**src/rtl/delivery_locker_pkg.sv**
```systemverilog
// Shared types and constants for the delivery locker bank controller.
//   state_e             : controller state (idle / door open / lockout)
//   DEFAULT_COURIER_PIN : factory courier authorisation PIN
package delivery_locker_pkg;

  typedef enum logic [1:0] {
    ST_IDLE    = 2'd0,
    ST_OPEN    = 2'd1,
    ST_LOCKOUT = 2'd2
  } state_e;

  localparam logic [3:0] DEFAULT_COURIER_PIN = 4'b1010;

endpackage

```
**src/rtl/delivery_locker_ctrl_prio_enc.sv**
```systemverilog
// locker_prio_enc: lowest-index-first priority encoder.
//   req   in  N    request vector
//   idx   out IW   index of the lowest set bit of req (0 when none set)
//   valid out 1    at least one bit of req is set
module locker_prio_enc #(
  parameter int  N  = 8,
  localparam int IW = (N > 1) ? $clog2(N) : 1
) (
  input  logic [N-1:0]  req,
  output logic [IW-1:0] idx,
  output logic          valid
);

  // Scan from the top down so the last hit, the lowest index, wins.
  always_comb begin
    idx = '0;
    for (int i = N - 1; i >= 0; i--) begin
      if (req[i]) idx = IW'(i);
    end
  end

  assign valid = |req;

endmodule

```
**src/rtl/delivery_locker_ctrl.sv**
```systemverilog
// delivery_locker_ctrl: locker bank controller between the keypad/sensor front
// end and the door solenoids. A courier deposits a parcel into the lowest free
// locker tagged with a recipient PIN; the recipient later retrieves it by PIN.
// Repeated bad retrieval PINs put the bank into a timed lockout.
// Ports:
//   clk, reset, reset_lockers   clock, two synchronous active-high clears
//   dep_req, package_present,   deposit request with parcel sensor,
//   courier_pin, user_pin       courier PIN and recipient PIN to store
//   ret_req, user_pin_retrieval retrieval request and presented PIN
//   auth_success_led            1-cycle pulse, deposit accepted
//   retrieval_auth_led          1-cycle pulse, retrieval PIN matched
//   reject                      1-cycle pulse, request refused
//   assigned_locker_display     index of the last opened locker
//   locker_doors                one-hot door drive
//   occupied, full              occupancy map and all-occupied flag
//   busy, lockout               state != IDLE, state == LOCKOUT
// All outputs are registered.
module delivery_locker_ctrl
  import delivery_locker_pkg::*;
#(
  parameter int               NUM_LOCKERS      = 8,
  parameter int               PIN_W            = 4,
  parameter logic [PIN_W-1:0] COURIER_PIN      = PIN_W'(DEFAULT_COURIER_PIN),
  parameter int               DOOR_OPEN_CYCLES = 16,
  parameter int               MAX_FAILS        = 3,
  parameter int               LOCKOUT_CYCLES   = 64,
  localparam int              IDX_W            = $clog2(NUM_LOCKERS)
) (
  input  logic                   clk,
  input  logic                   reset,
  input  logic                   reset_lockers,
  input  logic                   dep_req,
  input  logic                   package_present,
  input  logic [PIN_W-1:0]       courier_pin,
  input  logic [PIN_W-1:0]       user_pin,
  input  logic                   ret_req,
  input  logic [PIN_W-1:0]       user_pin_retrieval,
  output logic                   auth_success_led,
  output logic                   retrieval_auth_led,
  output logic                   reject,
  output logic [IDX_W-1:0]       assigned_locker_display,
  output logic [NUM_LOCKERS-1:0] locker_doors,
  output logic [NUM_LOCKERS-1:0] occupied,
  output logic                   full,
  output logic                   busy,
  output logic                   lockout
);

  // One timer serves both the door and the lockout phases.
  localparam int TMR_MAX = (DOOR_OPEN_CYCLES > LOCKOUT_CYCLES) ? DOOR_OPEN_CYCLES : LOCKOUT_CYCLES;
  localparam int TMR_W   = $clog2(TMR_MAX + 1);
  localparam int FAIL_W  = $clog2(MAX_FAILS + 1);

  state_e                 state_q, state_d;
  logic [TMR_W-1:0]       timer_q, timer_d;
  logic [FAIL_W-1:0]      fail_cnt_q, fail_cnt_d;
  logic [NUM_LOCKERS-1:0] occupied_q, occupied_d;
  logic [PIN_W-1:0]       pins_q [NUM_LOCKERS];
  logic [PIN_W-1:0]       pins_d [NUM_LOCKERS];
  logic [NUM_LOCKERS-1:0] doors_q, doors_d;
  logic [IDX_W-1:0]       display_q, display_d;
  logic                   auth_q, auth_d;
  logic                   ret_led_q, ret_led_d;
  logic                   reject_q, reject_d;
  logic                   full_q, full_d;
  logic                   busy_q, busy_d;
  logic                   lockout_q, lockout_d;

  logic [NUM_LOCKERS-1:0] match_vec;
  logic [IDX_W-1:0]       match_idx, free_idx;
  logic                   match_valid, free_valid;
  logic [FAIL_W-1:0]      fail_inc;
  logic                   dep_ok;

  // Only occupied lockers take part in the PIN comparison.
  for (genvar gi = 0; gi < NUM_LOCKERS; gi++) begin : g_match
    assign match_vec[gi] = occupied_q[gi] && (pins_q[gi] == user_pin_retrieval);
  end

  locker_prio_enc #(.N(NUM_LOCKERS)) u_match_enc (
    .req   (match_vec),
    .idx   (match_idx),
    .valid (match_valid)
  );

  locker_prio_enc #(.N(NUM_LOCKERS)) u_free_enc (
    .req   (~occupied_q),
    .idx   (free_idx),
    .valid (free_valid)
  );

  assign fail_inc = fail_cnt_q + FAIL_W'(1);
  // A free slot exists exactly when the bank is not full.
  assign dep_ok   = (courier_pin == COURIER_PIN) && package_present && free_valid;

  always_comb begin
    state_d    = state_q;
    timer_d    = timer_q;
    fail_cnt_d = fail_cnt_q;
    occupied_d = occupied_q;
    pins_d     = pins_q;
    doors_d    = doors_q;
    display_d  = display_q;
    auth_d     = 1'b0;
    ret_led_d  = 1'b0;
    reject_d   = 1'b0;

    case (state_q)
      ST_IDLE: begin
        if (ret_req) begin
          if (match_valid) begin
            ret_led_d             = 1'b1;
            occupied_d[match_idx] = 1'b0;
            fail_cnt_d            = '0;
            doors_d               = '0;
            doors_d[match_idx]    = 1'b1;
            display_d             = match_idx;
            timer_d               = '0;
            state_d               = ST_OPEN;
          end else begin
            reject_d   = 1'b1;
            fail_cnt_d = fail_inc;
            if (fail_inc == FAIL_W'(MAX_FAILS)) begin
              timer_d = '0;
              state_d = ST_LOCKOUT;
            end
          end
        end else if (dep_req) begin
          if (dep_ok) begin
            auth_d               = 1'b1;
            pins_d[free_idx]     = user_pin;
            occupied_d[free_idx] = 1'b1;
            doors_d              = '0;
            doors_d[free_idx]    = 1'b1;
            display_d            = free_idx;
            timer_d              = '0;
            state_d              = ST_OPEN;
          end else begin
            reject_d = 1'b1;
          end
        end
      end

      ST_OPEN: begin
        // Timer was cleared on entry, so the door stays up DOOR_OPEN_CYCLES cycles.
        if (timer_q == TMR_W'(DOOR_OPEN_CYCLES - 1)) begin
          doors_d = '0;
          timer_d = '0;
          state_d = ST_IDLE;
        end else begin
          timer_d = timer_q + TMR_W'(1);
        end
      end

      ST_LOCKOUT: begin
        reject_d = ret_req || dep_req;
        if (timer_q == TMR_W'(LOCKOUT_CYCLES - 1)) begin
          fail_cnt_d = '0;
          timer_d    = '0;
          state_d    = ST_IDLE;
        end else begin
          timer_d = timer_q + TMR_W'(1);
        end
      end

      default: begin
        doors_d = '0;
        timer_d = '0;
        state_d = ST_IDLE;
      end
    endcase

    full_d    = &occupied_d;
    busy_d    = (state_d != ST_IDLE);
    lockout_d = (state_d == ST_LOCKOUT);
  end

  always_ff @(posedge clk) begin
    if (reset || reset_lockers) begin
      state_q    <= ST_IDLE;
      timer_q    <= '0;
      fail_cnt_q <= '0;
      occupied_q <= '0;
      for (int i = 0; i < NUM_LOCKERS; i++) pins_q[i] <= '0;
      doors_q    <= '0;
      display_q  <= '0;
      auth_q     <= 1'b0;
      ret_led_q  <= 1'b0;
      reject_q   <= 1'b0;
      full_q     <= 1'b0;
      busy_q     <= 1'b0;
      lockout_q  <= 1'b0;
    end else begin
      state_q    <= state_d;
      timer_q    <= timer_d;
      fail_cnt_q <= fail_cnt_d;
      occupied_q <= occupied_d;
      pins_q     <= pins_d;
      doors_q    <= doors_d;
      display_q  <= display_d;
      auth_q     <= auth_d;
      ret_led_q  <= ret_led_d;
      reject_q   <= reject_d;
      full_q     <= full_d;
      busy_q     <= busy_d;
      lockout_q  <= lockout_d;
    end
  end

  assign auth_success_led        = auth_q;
  assign retrieval_auth_led      = ret_led_q;
  assign reject                  = reject_q;
  assign assigned_locker_display = display_q;
  assign locker_doors            = doors_q;
  assign occupied                = occupied_q;
  assign full                    = full_q;
  assign busy                    = busy_q;
  assign lockout                 = lockout_q;

endmodule
```
**config.mk**
```make
export PLATFORM = sky130hd
export DESIGN_NAME = delivery_locker_ctrl
export DESIGN_NICKNAME = d
export VERILOG_FILES = /design/src/rtl/delivery_locker_pkg.sv /design/src/rtl/delivery_locker_ctrl_prio_enc.sv /design/src/rtl/delivery_locker_ctrl.sv
export SDC_FILE = /design/constraint.sdc
export NUM_CORES = 1
export LEC_CHECK = 0
export ABC_AREA = 1
export BUFFER_PORTS_ARGS = -buffer_cell sky130_fd_sc_hd__buf_2
export CAP_MARGIN = 25
export CORE_UTILIZATION = 61
export CTS_BUF_LIST = sky130_fd_sc_hd__clkbuf_4 sky130_fd_sc_hd__clkbuf_8
export DETAILED_ROUTE_END_ITERATION = 6
export PLACE_DENSITY = 0.87
export SLEW_MARGIN = 40
export SYNTH_ARGS = -nofsm -noshare
export SYNTH_HDL_FRONTEND = slang
export SYNTH_SLANG_ARGS = --single-unit
```
**constraint.sdc**
```tcl
create_clock -name clk -period 2.5 [get_ports clk]
set_input_delay 0.125 -clock clk [delete_from_list [all_inputs] [get_ports clk]]
set_output_delay 0.125 -clock clk [all_outputs]
set_load 0.005 [all_outputs]
```
# After elaboration in Yosys (flattened, before gate mapping)
# Index checks and enable logic that the tools add are counted.
[word_totals]
regBits = 68
in_bits = 18
out_inout_bits = 25
wordCells = 155
[op_classes]
n_addsub = 2
n_lt_le_gt_ge = 6
eq_ne = 23
mux = 65
bitwise_logic = 9
reduce_logical = 30
[ops]
columns = ["op", "count"]
rows = [
  ["8-bit 2-to-1 mux", 10],
  ["3-bit 2-to-1 mux", 20],
  ["7-bit 2-to-1 mux", 7],
  ["32-bit bitwise mux", 1],
  ["4-bit == test", 8],
  ["8-bit one-hot mux with 3 select lines", 1],
  ["7-bit one-hot mux with 3 select lines", 1],
  ["2-bit 2-to-1 mux", 10],
  ["8-bit NOT", 2],
  ["8-bit OR reduction", 2],
  ["1-bit logical AND", 13],
  ["4-bit demux with 3-bit select", 1],
  ["3-bit inequality test, second input constant", 3],
  ["8-bit AND", 1],
  ["3-bit by 4-bit < comparator with 1-bit output, second input constant", 2],
  ["1-bit 2-to-1 mux", 8],
  ["8-bit OR", 1],
  ["4-bit AND reduction", 2],
  ["8-bit AND reduction", 1],
  ["2-bit nonzero test", 4],
  ["7-bit by 1-bit adder with 7-bit output, second input constant", 1],
  ["7-bit by 4-bit == test with 1-bit output, second input constant", 1],
  ["7-bit by 6-bit == test with 1-bit output, second input constant", 1],
  ["1-bit demux with 3-bit select", 2],
  ["other kinds (22)", 32],
]

# Longest topological paths before layout
# Gate-level depths: netlist (run 1).
[logic_depth]
ltp_word = 20
mapped_depth = 17
mapped_depth_nobuf = 17

# By module
# A second synthesis (run 1) with hierarchy kept.
[unflattened]
hier_cells = 562
area_unflattened_um2 = 3717.3
[by_module_without_submodules]
columns = ["module", "instances", "cells_per_inst", "area_each_um2", "seq_area_each_um2"]
rows = [
  ["delivery_locker_ctrl", 1, 518, 3519.6, 1361.3],
  ["locker_prio_enc", 2, 22, 98.8, 0.0],
]

# Least setup slack after synthesis (run 1)
# OpenSTA, ideal clock, no wires.
[synth_path]
path_type = "register -> register"
start = "register state_q[0]"
end = "register doors_q[1], in the netlist locker_doors[1]"
setup_time_ps = 119
arrival_ps = 1750
required_ps = 2381
slack_ps = 631
path_stages_with_launch = 11
path_buffers = 1
synth_period_minus_slack_ps = 1869
cell_sequence = "dfxtp_1 inv_1 ha_1 inv_1 nor2_1 clkbuf_1 nand2_1 nand4_4 inv_2 o21ai_0 nor2_1"
[synth_between]
elab_chain_cells = 3
word_cells_on_any_way = 10
cone_classes = "eq/ne: 6; mux: 1; bitwise: 1; reduce/logical: 2"
[synth_lines]
columns = ["element", "line_no", "rtl"]
rows = [
  ["start, declared", "delivery_locker_ctrl.sv:54", "state_e state_q, state_d;"],
  ["start signal, assigned", "delivery_locker_ctrl.sv:194", "state_q <= state_d;"],
  ["2-bit by 1-bit == test with 1-bit output, or another cell as far along", "delivery_locker_ctrl.sv:108", "case (state_q)"],
  ["2-bit inequality test (no line), or another cell as far along", "-", ""],
  ["5-bit AND reduction (no line)", "-", ""],
  ["end signal, assigned", "delivery_locker_ctrl.sv:199", "doors_q <= doors_d;"],
  ["end, declared", "delivery_locker_ctrl.sv:60", "logic [NUM_LOCKERS-1:0] doors_q, doors_d;"],
]
# Parallel ways exist; a longest one is shown, timed or not.
# A chain may end at the register's enable or synchronous reset.

# Worst setup path after layout (run 1)
[layout_path]
start = "register state_q[1]"
end = "register pins_q[24] (netlist name)"
[layout_between]
elab_chain_cells = 2
[layout_lines]
columns = ["element", "line_no", "rtl"]
rows = [
  ["2-bit logical NOT", "delivery_locker_ctrl.sv:108", ""],
  ["4-bit AND reduction (no line)", "-", ""],
  ["end signal, assigned", "delivery_locker_ctrl.sv:198", "pins_q <= pins_d;"],
  ["end, declared", "delivery_locker_ctrl.sv:58", "logic [PIN_W-1:0] pins_q [NUM_LOCKERS];"],
]
# No other way between the ends.

==> results.txt, run 1 <==
- The run finished with clean final reports.
- Sequential power share: 0.490
* Largest driver fanout on the critical path: 7
* Largest buffer count on any clock path: 2
- 0 antenna diodes ended up in the layout.
- Area taken by multi-input logic gates: around 2000 sq um
- RePlAce Congestion: slightly above 1
- Vias in the first global route: between 3000 and 4000
* Peak VDD IR: between 500 and 600 uV
- Maximum number of pins on one net before global-route repair: 48
* Worst Setup End Kind: flop
* Count of vias placed by the detailed router: around 3900
* Root Buffer Master: clkbuf_8
- Derived from the worst setup path, the maximum achievable clock frequency is 0.4541 GHz.
* Area share of the leading cell type in the synthesized netlist: 0.3622
- Met3 layer usage reported by global route: 0.09545
- CTS built an H-tree with a depth of 3.
* Clock input transition at the sequential cells of the worst setup and hold paths: about 0.070 ns
* Post-Route WL: 10120 um
- TritonCTS built the clock tree.
- Hold Vio Cnt, Final: 0
- Internal Pwr Total: approximately 1.7 mW
* Filler Cell Count: between 400 and 500
* Startpoint-to-endpoint class of the critical path: reg -> reg
- Max-slew violations: 0
- Leaving out fill and tap cells, the most frequent cell in the layout is nand2_1.
- At the pin with the least slew margin, the transition time is roughly 0.55 ns.
- Sequential fraction of the synthesis area: 0.3622
* Post-DR wirelength/cell: ~15 um
- Combinational family with the most area after synthesis: simple AND/OR/NAND/NOR gates
- Setup total negative slack on the finished layout was measured at 0 ns.
- Number of cells in the design after placement: 672
- In this run the tool buffered the top-level ports with 42 buffer cells.
- Power share of the clock group: 0.417
- After synthesis the netlist holds a flip-flop and latch count of between 60 and 70.
* Synthesized area per cell: 6.664 sq um
- TritonCTS Buffers: 9
* Vertical die dimension: between 80 and 90 um
* Fraction of power consumed by combinational cells: 0.092
- In the global route stage, met1 resource usage came out at 0.4172.
- Final instance count without filler cells: 688
* I/O pins: 43
* Number of rows in the core area: 28
- Net count of the mapped netlist: slightly below 600
* Core ar.: between 5000 and 6000 sq um
- Sum of overflow across all layers after global routing: 0
- Of the total synthesized cell area, the portion taken by full adders, half adders and majority gates is 0.01997.
- Post-synthesis simple-gate area fraction: 0.3023
- Worst-path cell chain: inv_1, ha_1, inv_1, nor2_1, inv_1, nor4_2, nand2_1, o21ai_0, nor2_1
- Of the total synthesized cell area, the portion taken by XOR and XNOR cells is 0.02097.
- Synthesized cell area: between 3000 and 4000 sq um
* Critical path's slowest cell: dfxtp_1
* Async S/R FF share, synth: 0
- Most instantiated flip-flop cell in the synthesis netlist: dfxtp_1
- Across the whole layout, storage elements account for approximately 1400 sq um.
- Of the cells placed in the final design, the portion with a size suffix greater than 1 is 0.1550.
- CTS saw 68 sinks.
- Once routing completed, OpenROAD measured the worst setup slack at 0.2978 ns.
* Synth Area in Compound Gates: 0.1947
* Full die area: approximately 6500 sq um
- Of the total power, the share spent switching nets is 0.2531.
* Total Power: roughly 2.3 mW
- Slew headroom: 0.6349
* Global-route wire length before repair: 16520 um
* Shortest clock period the worst path allows after layout: 2.202 ns
- Main area contributors after synthesis: dfxtp_1 36%, nand2_1 12%, nor2_1 8.1%, inv_1 7.6%, a21oi_1 7.5%
* Leakage component of the power: 1.888 nW
* # Max-Cap Violations: 0
* Class of the most critical hold timing path: in -> reg
- The portion of synthesized area spent on multiplexers is 0.
- Number of remaining DRC errors: 0
* Instance count of the mapped netlist: 564
- Met2 capacity usage during global routing: 0.5466
* Unrepaired setup endpoints after global routing: no
* Worst slack, placed: between 0.3 and 0.4 ns
- Synth unique cells: 42
- The cell that appears most often on the critical path is inv_1.
- In this run the power density over the cells is 533.1 nW/um^2.
- Setup violations remaining at the end of the flow were counted as 0.
- Number of warnings printed during yosys synthesis: 0
- Clock latency reported for the late side of the worst-skew pair: roughly 0.35 ns
- Of the available clock period, the critical path in the final layout requires 0.8809.
- The initial antenna violation count is 0.
- Horizontal extent of the die: 80.50 um
- On the worst path, the slowest cell contributes a delay of 0.36 ns.
- The analysis attributes to net switching a power of between 0.5 and 0.6 mW.
- At the worst endpoint, the required time is 2.74 ns.
* Post-route clock skew: ~0.0065 ns
* Initial cell density of the core: 0.6348
- Commonest cells after routing, fill and taps aside: 118 x nand2_1, 80 x nor2_1, 76 x inv_1
- Vias per Instance: roughly 5.6
* Starting DRC count in detailed routing: 410
* Nets: 632
* Startpoint type of the worst setup path: flop
* Endpoint arrival time on the critical path: 2.44 ns
- met2 is the most crowded layer.
- Layout area overhead: 12.58%
* Antenna-violating nets left: 0
- Summed over all nets, the half-perimeter wirelength after detailed placement is ~7500 um.
- Most area-hungry cell type in the Yosys netlist: dfxtp_1
* GR Util All Layers: 0.3373
- Counting flops with a built-in enable in the synthesized netlist gives 0.
* Detailed Routing Iterations Pass 1: 5
synthesized netlist by cell type (all sizes together) (4+ instances only):
cell type / number
a211oi: 7
nand4: 5
nand2: 122
nor4: 4
a21oi: 57
buf: 5
clkbuf: 7
nor3: 5
nor2: 88
nand3: 29
ha: 6
dfxtp: 68
inv: 80
o21ai: 62
xnor2: 7
final cells by class:
cell class	instances	share of cell area
multi-input combinational	403	0.4799
sequential	68	0.3217
tap	75	0.02218
timing repair buffer	45	0.05500
inverter	81	0.07244
clock buffer	12	0.03755
clock inverter	4	0.01124
power groups by stage:
stage	sequential [mW]	clock, mW	combinational, mW
after floorplan	1.13	0	0.140
after global placement	1.13	0	0.197
after detailed placement	1.13	0	0.202
after CTS	1.11	0.941	0.204
after global routing	1.11	0.996	0.232
final	1.11	0.942	0.209
kinds of logic (layout without fill, tap and decap cells):
| family | Yosys count | after routing |
|---|---|---|
| simple gates | 257 | 257 |
| compound gates | 131 | 131 |
| buf+inv | 93 | 142 |
| fa+ha+maj | 6 | 6 |
| xor+xnor | 9 | 9 |
| flops | 68 | 68 |
through the flow:
| step | util | instance area, sq um | hold slack (ns) |
|---|---|---|---|
| CTS | 0.7137 | 4225 | 0.1370 |
| global route | 0.7147 | 4232 | 0.1418 |
| finish | 0.7147 | 4232 | 0.1283 |
| floorplan | - | 3759 | 0.2823 |
| detailed placement | 0.6788 | 4019 | 0.4578 |
| global placement | 0.6788 | 4019 | 0.4483 |
path summary, 6_finish.rpt:
kind / slack (ns) / end / depth (start not counted) / start
max: 0.30 / pins_q[24] / 9 / state_q[1]
min reg2reg: 0.47 / pins_q[6] / 2 / pins_q[6]
max reg2reg: 0.30 / pins_q[24] / 9 / state_q[1]
min: 0.13 / pins_q[11] / 3 / user_pin[3]
critical path, delay by kind of cell, from the launching register on:
kind	cells	cell delay, ns
DFF	1	0.36
adders and majority gates	1	0.27
buffers and inverters	3	0.38
AOI/OAI and AO/OA	1	0.27
and+or+nand+nor	4	0.82
timing repair:
action,CTS,global route
gates resized for setup,0,1
endpoints found under the hold margin,0,0
setup buffers,0,0
hold buffers,0,0
endpoints found under the setup margin,0,4
routing by layer:
layer | part of all wire | wire length [um]
met1 | 0.42 | 4259
met2 | 0.47 | 4720
met3 | 0.086 | 870
met4 | 0.027 | 269
met5 | 0 | 0
state kept, by name (all words and copies together), names as in the netlist:
name,cells
pins_q,32
locker_doors,8
occupied,8
timer_q,7
assigned_locker_display,3
fail_cnt_q,2
state_q,2
auth_success_led,1
busy,1
full,1
lockout,1
reject,1
retrieval_auth_led,1
Note: power is estimated with default switching activity, not from simulation.
==> run 2, diff against run 1 <==
--- a/config.mk
+++ b/config.mk
@@ -8,10 +8,9 @@
 export ABC_AREA = 1
 export BUFFER_PORTS_ARGS = -buffer_cell sky130_fd_sc_hd__buf_2
 export CAP_MARGIN = 25
-export CORE_UTILIZATION = 61
-export CTS_BUF_LIST = sky130_fd_sc_hd__clkbuf_4 sky130_fd_sc_hd__clkbuf_8
+export CORE_UTILIZATION = 59
 export DETAILED_ROUTE_END_ITERATION = 6
-export PLACE_DENSITY = 0.87
+export PLACE_DENSITY = 0.84
 export SLEW_MARGIN = 40
 export SYNTH_ARGS = -nofsm -noshare
 export SYNTH_HDL_FRONTEND = slang
==> run 2 against run 1 <==
Compared with the run above: clock-buffer cell count is the same; sequential share of layout area shrank 0.27 points; clock power grew 13%.
==> results.txt, run 2 (synthesis gave the netlist of run 1 again) <==
- STA classifies the critical path startpoint as a flop.
* Layout cells sized above 1: 0.1564
* Clock latency reported for the late side of the worst-skew pair: 0.35 ns
* Worst Hold Launch: dep_req
- Peak VDD IR: approximately 400 uV
- Based on the critical path, the design can be clocked at up to 0.4787 GHz.
- Summing all flip-flop and latch instances after layout gives around 1400 sq um.
* Unrepaired setup endpoints after global routing: no
* Leading cell type in the layout, fill and taps excluded: nand2_1
- Of all nets on the critical path, the largest fanout is 8.
- Startpoint-to-endpoint class of the critical path: reg -> reg
- Leakage component of the power: 1.908 nW
- Largest buffer count on any clock path: 2
* Global-route wire length before repair: between 15000 and 20000 um
- The pre-antenna-repair detailed-routing pass consisted of 5 iterations.
- Of the available clock period, the critical path in the final layout requires 0.8357.
* Full die area: approximately 6700 sq um
- Hold Crit Endpoint: reject
- Worst Setup End Kind: flop
- Counting instances, the worst hold path has a depth of 3.
- In this run the vertical extent of the chip is ~82 um.
- After detailed routing, the number of remaining DRC violations is 0.
- Maximum number of pins on one net before global-route repair: 48
- I/O pins: 43
- Wires add up to ~10000 um.
* Worst slack on hold paths: 0.08232 ns
- The worst register-to-register path has a depth of 12.
- Hold Vio Cnt, Final: 0
* Post-DR wirelength/cell: ~14 um
- TritonCTS clock tree: built
- Filler Cell Count: about 520
* Number of buffers inserted for hold repair after clock tree synthesis: 0
- In this run the critical register-to-register path is launched from occupied[7].
- Number of H-tree levels: 3
* # diodes: 0
- Slew headroom: 0.6980
* Setup-violating endpoint count in the final report: 0
* Worst path required time: 2.75 ns
- The tree is rooted in a clkbuf_8.
- At the end of the flow, the number of nets in the layout was between 600 and 700.
* RePlAce Congestion: roughly 0.94
* Port Buffers: 42
* Flip-flop count of the largest register, all copies and words added: 32
* Horizontal extent of the die: about 82 um
- The floorplan step defined a core boundary enclosing roughly 6000 sq um.
- In this run the critical register-to-register path is captured at pins_q[28].
* # Max-Cap Violations: 0
- On the final layout, the worst clock skew is about 0.012 ns.
- The number of max-slew violations in the final report is 0.
* Starting DRC count in detailed routing: 337
- Summed over all nets, the half-perimeter wirelength after detailed placement is between 7000 and 8000 um.
- The number of global-route vias before repair was between 3000 and 4000.
* Endpoint arrival time on the critical path: 2.34 ns
- The clock drives just under 70 sinks.
* Reg2Reg Setup Slack: just over 0.4 ns
- Fin Setup TNS: 0 ns
* GR Util All Layers: 0.3195
* Vias per Instance: about 5.6
- The initial antenna violation count is 0.
* Antenna-violating nets left: 0
- The initial utilization of the core area, before any placement, comes to 0.6238.
- The multi-input combinational cells in the finished layout cover a total of just over 2000 sq um.
- Shortest clock period the worst path allows after layout: about 2.1 ns
- At the pin with the least slew margin, the transition time is between 0.4 and 0.5 ns.
* Most flops, register: pins_q
- The flow ran to the end, and the final reports show no timing, DRC or antenna violations.
- The routed layout has 3855 vias.
* Clock input transition at the sequential cells of the worst setup and hold paths: 0.07 ns
- Commonest cells after routing, fill and taps aside: 118 x nand2_1, 80 x nor2_1, 76 x inv_1
- Dividing total power by cell area gives a power density of roughly 560 nW/um^2.
- Class of the most critical hold timing path: in -> reg
- TritonCTS Buffers: 9
- Sum of overflow across all layers after global routing: 0
- Layout area overhead: 13.55%
* Number of rows in the core area: 28
- Measured on the finished design, the core utilization comes to 0.7083.
## run 2: cell types whose count changed in the layout (fill, tap and decap cells not counted), sizes merged
cell,previous run,this run
clkinvlp,1,0
bufinv,1,2
buf,45,46
## run 2: worst max path at each step
stage,start,endpoint
floorplan,state_q[0],locker_doors[1]
global placement,user_pin_retrieval[1],timer_q[3]
detailed placement,state_q[0],pins_q[26]
CTS,state_q[0],pins_q[26]
global route,state_q[0],pins_q[24]
finish,occupied[7],pins_q[28]
## run 2: layout make-up
type | count | area share
well taps | 75 | 0.02199
flip-flops and latches | 68 | 0.3190
inverters | 81 | 0.07183
multi-input cells | 403 | 0.4758
clock buffers | 12 | 0.03870
repair buffers | 46 | 0.05629
clock inverters | 4 | 0.01642
## run 2: stage by stage
stage	power (mW)	std cells	area [sq um]	setup WS (ns)
floorplan	1.269	564	3759	0.6307
global placement	1.326	673	4026	0.4072
detailed placement	1.331	673	4026	0.3230
CTS	2.372	689	4262	0.3133
global route	2.440	689	4268	0.08362
finish	2.373	689	4268	0.4108
## run 2: routing by layer
metal,vias to the layer above,global-route usage,part of all wire
met5,-,0,0
met4,0,0.1123,0.026
met3,31,0.06333,0.084
met2,196,0.5223,0.46
met1,1720,0.4164,0.43
li1,1908,-,-
## run 2: repair_timing
| item | in CTS | in global routing |
|---|---|---|
| resized for setup | 0 | 1 |
| hold endpoints to repair | 0 | 0 |
| buffers inserted | 0 | 0 |
| setup endpoints to repair | 0 | 4 |
## run 2: critical path, stage by stage, from the launching register on
cell	delay (ns)
dfxtp_1	0.38
inv_1	0.08
nand2_1	0.06
a21oi_1	0.06
o21ai_1	0.13
nand2_1	0.06
nand2_1	0.22
nand2_1	0.12
nor2_2	0.17
nand2_1	0.10
nor2_2	0.32
nor2_1	0.09
a211oi_1	0.19
## run 2: where the power goes
group	switching [mW]	internal (mW)	leakage (nW)	total, mW
Combinational	0.140	0.0652	1.24	0.205
Clock	0.422	0.640	0.122	1.06
Sequential	0.00919	1.10	0.549	1.11
Total	0.571	1.80	1.91	2.37
==> run 3, diff against run 2 <==
--- a/config.mk
+++ b/config.mk
@@ -5,12 +5,12 @@
 export SDC_FILE = /design/constraint.sdc
 export NUM_CORES = 1
 export LEC_CHECK = 0
-export ABC_AREA = 1
+export ABC_AREA = 0
 export BUFFER_PORTS_ARGS = -buffer_cell sky130_fd_sc_hd__buf_2
 export CAP_MARGIN = 25
-export CORE_UTILIZATION = 59
+export CORE_UTILIZATION = 53
 export DETAILED_ROUTE_END_ITERATION = 6
-export PLACE_DENSITY = 0.84
+export PLACE_DENSITY = 0.8
 export SLEW_MARGIN = 40
 export SYNTH_ARGS = -nofsm -noshare
 export SYNTH_HDL_FRONTEND = slang
==> constraint.sdc (replaced) <==
create_clock -name clk -period 1.75 [get_ports clk]
set_input_delay 0.0875 -clock clk [delete_from_list [all_inputs] [get_ports clk]]
set_output_delay 0.0875 -clock clk [all_outputs]
set_load 0.005 [all_outputs]
==> run 3 against run 2 <==
Compared with the run above: the run now ends with negative setup slack left; cell area increased by 45%; first-iteration DRC count increased by 53%; register-to-register slack got worse by 0.89 ns; via count increased by 22%; area after synthesis decreased by 1.4%; cell count decreased by 1.0%; global-route usage increased by 8.8 points; sequential power increased by 41%; synthesized cell count decreased by 25%; worst setup slack got worse by 0.89 ns; highest routed layer unchanged; power increased by 49%; utilization increased by 21 points.
==> results.txt, run 3 <==
- Status: finished, violations left
- Failing checks: negative setup slack
- Initial cell density of the core: 0.5487
* Vertical die dimension: ~86 um
- Synth unique cells: 60
* Full die area: approximately 7300 sq um
* Maximum number of pins on one net before global-route repair: 44
- Total power per unit cell area: approximately 570 nW/um^2
* Instance count of the mapped netlist: 423
* # diodes: 0
- Most flops, register: pins_q
- CTS saw 68 sinks.
* Sum of overflow across all layers after global routing: 0
- Counting instances in the post-synthesis netlist gives the leading cell types as 68 x dfxtp_1, 57 x nor2_1, 35 x nand2_1, 28 x mux2i_1, 23 x a21oi_1.
* Filler Cell Count: 230
* Startpoint type of the worst setup path: flop
- In this run the critical register-to-register path is captured at full.
- The share of total power dissipated in the clock network is 0.424.
- Largest driver fanout on the critical path: 3
- Of the total power, the share spent switching nets is 0.2784.
* Total net switching power: between 0.9 and 1 mW
* Synthesis-stage register bit count: ~70
* I/O pins: between 40 and 50
* Setup-violating endpoint count in the final report: 67
- With fillers left out, the area of the finished cells amounts to a little over 6000 sq um.
- Number of remaining DRC errors: 0
- Nets: 621
- The tool flagged a number of max-cap violations equal to 0.
- Summing all multi-input logic gate instances after layout gives ~3000 sq um.
- The count of buffers added on input and output ports is 42.
* Hold path depth: 3
- Sequential power share: 0.441
* Fraction of power consumed by combinational cells: 0.135
- Synthesized cell area: 3707 sq um
* Worst Setup End Kind: flop
- The area growth from synthesis to layout is 67.20%.
- Clock tree synthesis inserted a total of 9 buffers.
- Vias per Instance: around 6.9
* Reg2Reg Setup Slack: -0.48 ns
- Antenna violations before repair: 0
- The number of nets in the synthesized netlist is around 450.
- After synthesis, the cell types taking the most area are dfxtp_1 37%, mux2i_1 7.6%, nor2_1 5.8%, xor2_1 4.5%, nand2_1 3.5%.
- Global-route wire length before repair: roughly 23000 um
- The detailed router placed approximately 4700 vias in this run.
- Worst-path cell chain: inv_2, ha_4, nor2b_4, nand2_2, o21ba_4, o21ai_1, a2bb2oi_2, nor3_1, nor4b_4
- Slew headroom: 0.6455
- Async S/R FF share, synth: 0
- Cell with the most instances after synthesis: dfxtp_1
* Hold Vio Cnt, Final: 0
* Startpoint-to-endpoint class of the critical path: reg -> reg
- VDD sags by at most between 500 and 600 uV.
- Shortest clock period the worst path allows after layout: approximately 2.2 ns
* Worst Hold Launch: user_pin[3]
* Number of synthesized flops with an enable pin: 0
- Actual transition at the worst max-transition pin: approximately 0.53 ns
- Number of warnings printed during yosys synthesis: 0
- Clock input transition at the sequential cells of the worst setup and hold paths: 0.09 ns
- For this run, the slowest stage of the critical path takes roughly 0.35 ns.
- Detailed placement finished with a half-perimeter wire length of 8722 um.
* GR Util All Layers: 0.4074
- Post-DR wirelength/cell: around 26 um
- RePlAce Congestion: about 0.96
- Of the post-synthesis cell area, the dominant cell type holds 0.3672.
* Detailed Routing Iterations Pass 1: 7
- CTS placed an instance of clkbuf_8 at the clock tree root.
* Most area-hungry cell type in the Yosys netlist: dfxtp_1
- Post-Route WL: around 18000 um
* Clock latency reported for the late side of the worst-skew pair: approximately 0.37 ns
- Most instantiated flip-flop cell in the synthesis netlist: dfxtp_1
* Number of buffers inserted for hold repair after clock tree synthesis: 0
- Reg-to-reg startpoint: state_q[0]
* Max-slew violations: 0
- TritonCTS clock tree: built
- Highest Clock Rate: 0.4477 GHz
- Antenna-violating nets left: 0
* Leakage component of the power: between 2 and 3 nW
- Setup slack on the critical path of the routed design comes to -0.4835 ns.
- The tightest min-delay check is of the in -> reg type.
* Endpoint arrival time on the critical path: about 2.5 ns
- Measured in cells, the most critical reg-to-reg path has a length of 9.
* Horizontal extent of the die: 85.64 um
- Post-route clock skew: around 0.013 ns
- The region available for standard cell placement spans approximately 6800 sq um.
* Final Cycle Share: 1.276
* Layout cells sized above 1: 0.5963
- No sink is reached through more buffers than the 2 on the longest clock path.
- For hold timing, the worst endpoint is pins_q[7].
- Internal Pwr Total: about 2.6 mW
- The slowest stage of the critical path is the nor4b_4 cell.
* Number of H-tree levels: 3
- After the first detailed-routing iteration, the DRC count stood at between 500 and 600.
- Placement-stage cell area: 4891 sq um
- Number of rows in the core area: 30
- Synthesized area per cell: roughly 8.8 sq um
- Utilization after layout: 0.9174
- Leaving out fill and tap cells, the most frequent cell in the layout is buf_4.
- Worst path required time: about 2.0 ns
* Commonest cells after routing, fill and taps aside: 103 x buf_4, 42 x buf_2, 41 x nor2_1
- Sequential fraction of the synthesis area: 0.3672
- Register area: approximately 1400 sq um
- The register with the most flip-flops in the layout has 32 of them.
- Vias in the first global route: 4390
- Unrepaired setup endpoints after global routing: yes
-- run 3: cell count changes after synthesis, sizes merged, moves of 6 or more --
cell    change
nand3      -12
mux2i      +28
nand2      -87
and3        +6
nor3       +11
o21ai      -44
xor2       +20
clkbuf      +6
a21oi      -34
nor2       -29
inv        -71
-- run 3: cells by family after synthesis --
group / after synthesis / share of synthesized area
flops: 68 / 0.3672
compound gates: 87 / 0.1731
fa+ha+maj: 6 / 0.02025
buf+inv: 28 / 0.03611
xor+xnor: 32 / 0.08167
simple gates: 173 / 0.2430
mux: 29 / 0.07864
-- run 3: critical path, delay by kind of cell (launching register included) --
kind	cells	cell delay, ns
compound gates	3	0.62
fa+ha+maj	1	0.16
buf+inv	1	0.08
flops	1	0.33
simple gates	4	0.96
-- run 3: layout make-up --
class,instances,area share
clock buffers,10,0.02059
clock inverters,6,0.01433
inverters,9,0.005450
multi-input cells,327,0.4786
flip-flops and latches,68,0.2283
well taps,80,0.01615
repair buffers,182,0.2366
-- run 3: metal layers --
metal  vias up  track usage  part of all wire
met1      2178       0.4284              0.34
met3       178      0.07411             0.098
li1       1868            -                 -
met4         0       0.3500              0.10
met2       463       0.7040              0.46
met5         -            0                 0
-- run 3: how the worst max path moves through the flow --
| stage | startpoint | slack (ns) | to | depth (start not counted) |
|---|---|---|---|---|
| 3_3_place_gp | occupied[1] | -0.64 | full | 7 |
| 5_1_grt | state_q[0] | -0.52 | full | 9 |
| 3_5_place_dp | occupied[1] | -0.65 | full | 7 |
| 6_report | state_q[0] | -0.48 | full | 9 |
| 4_1_cts | pins_q[4] | -0.25 | timer_q[6] | 8 |
| 2_1_floorplan | pins_q[28] | -0.20 | locker_doors[1] | 8 |
-- run 3: repair_timing --
item	in CTS	in global routing
endpoints found under the hold margin	0	0
setup endpoints to repair	67	63
resized for setup	108	79
buffers inserted	19	19
gates cloned	1	0
pin swaps	63	44
-- run 3: power groups by stage --
stage	Combinational (mW)	Clock (mW)	Sequential, mW
floorplan	0.204	0	1.60
global placement	0.323	0	1.60
detailed placement	0.333	0	1.60
CTS	0.403	1.46	1.57
global route	0.487	1.54	1.56
finish	0.478	1.50	1.56
-- run 3: stage by stage --
stage,hold slack (ns),worst slack (ns),cells,setup TNS [ns],power [mW]
floorplan,0.2729,-0.1994,423,-3.305,1.808
global placement,0.4294,-0.6420,634,-12.69,1.925
detailed placement,0.4413,-0.6488,634,-15.84,1.937
CTS,0.06470,-0.2541,668,-5.792,3.425
global route,0.07258,-0.5243,682,-18.76,3.594
finish,0.04171,-0.4835,682,-16.16,3.542
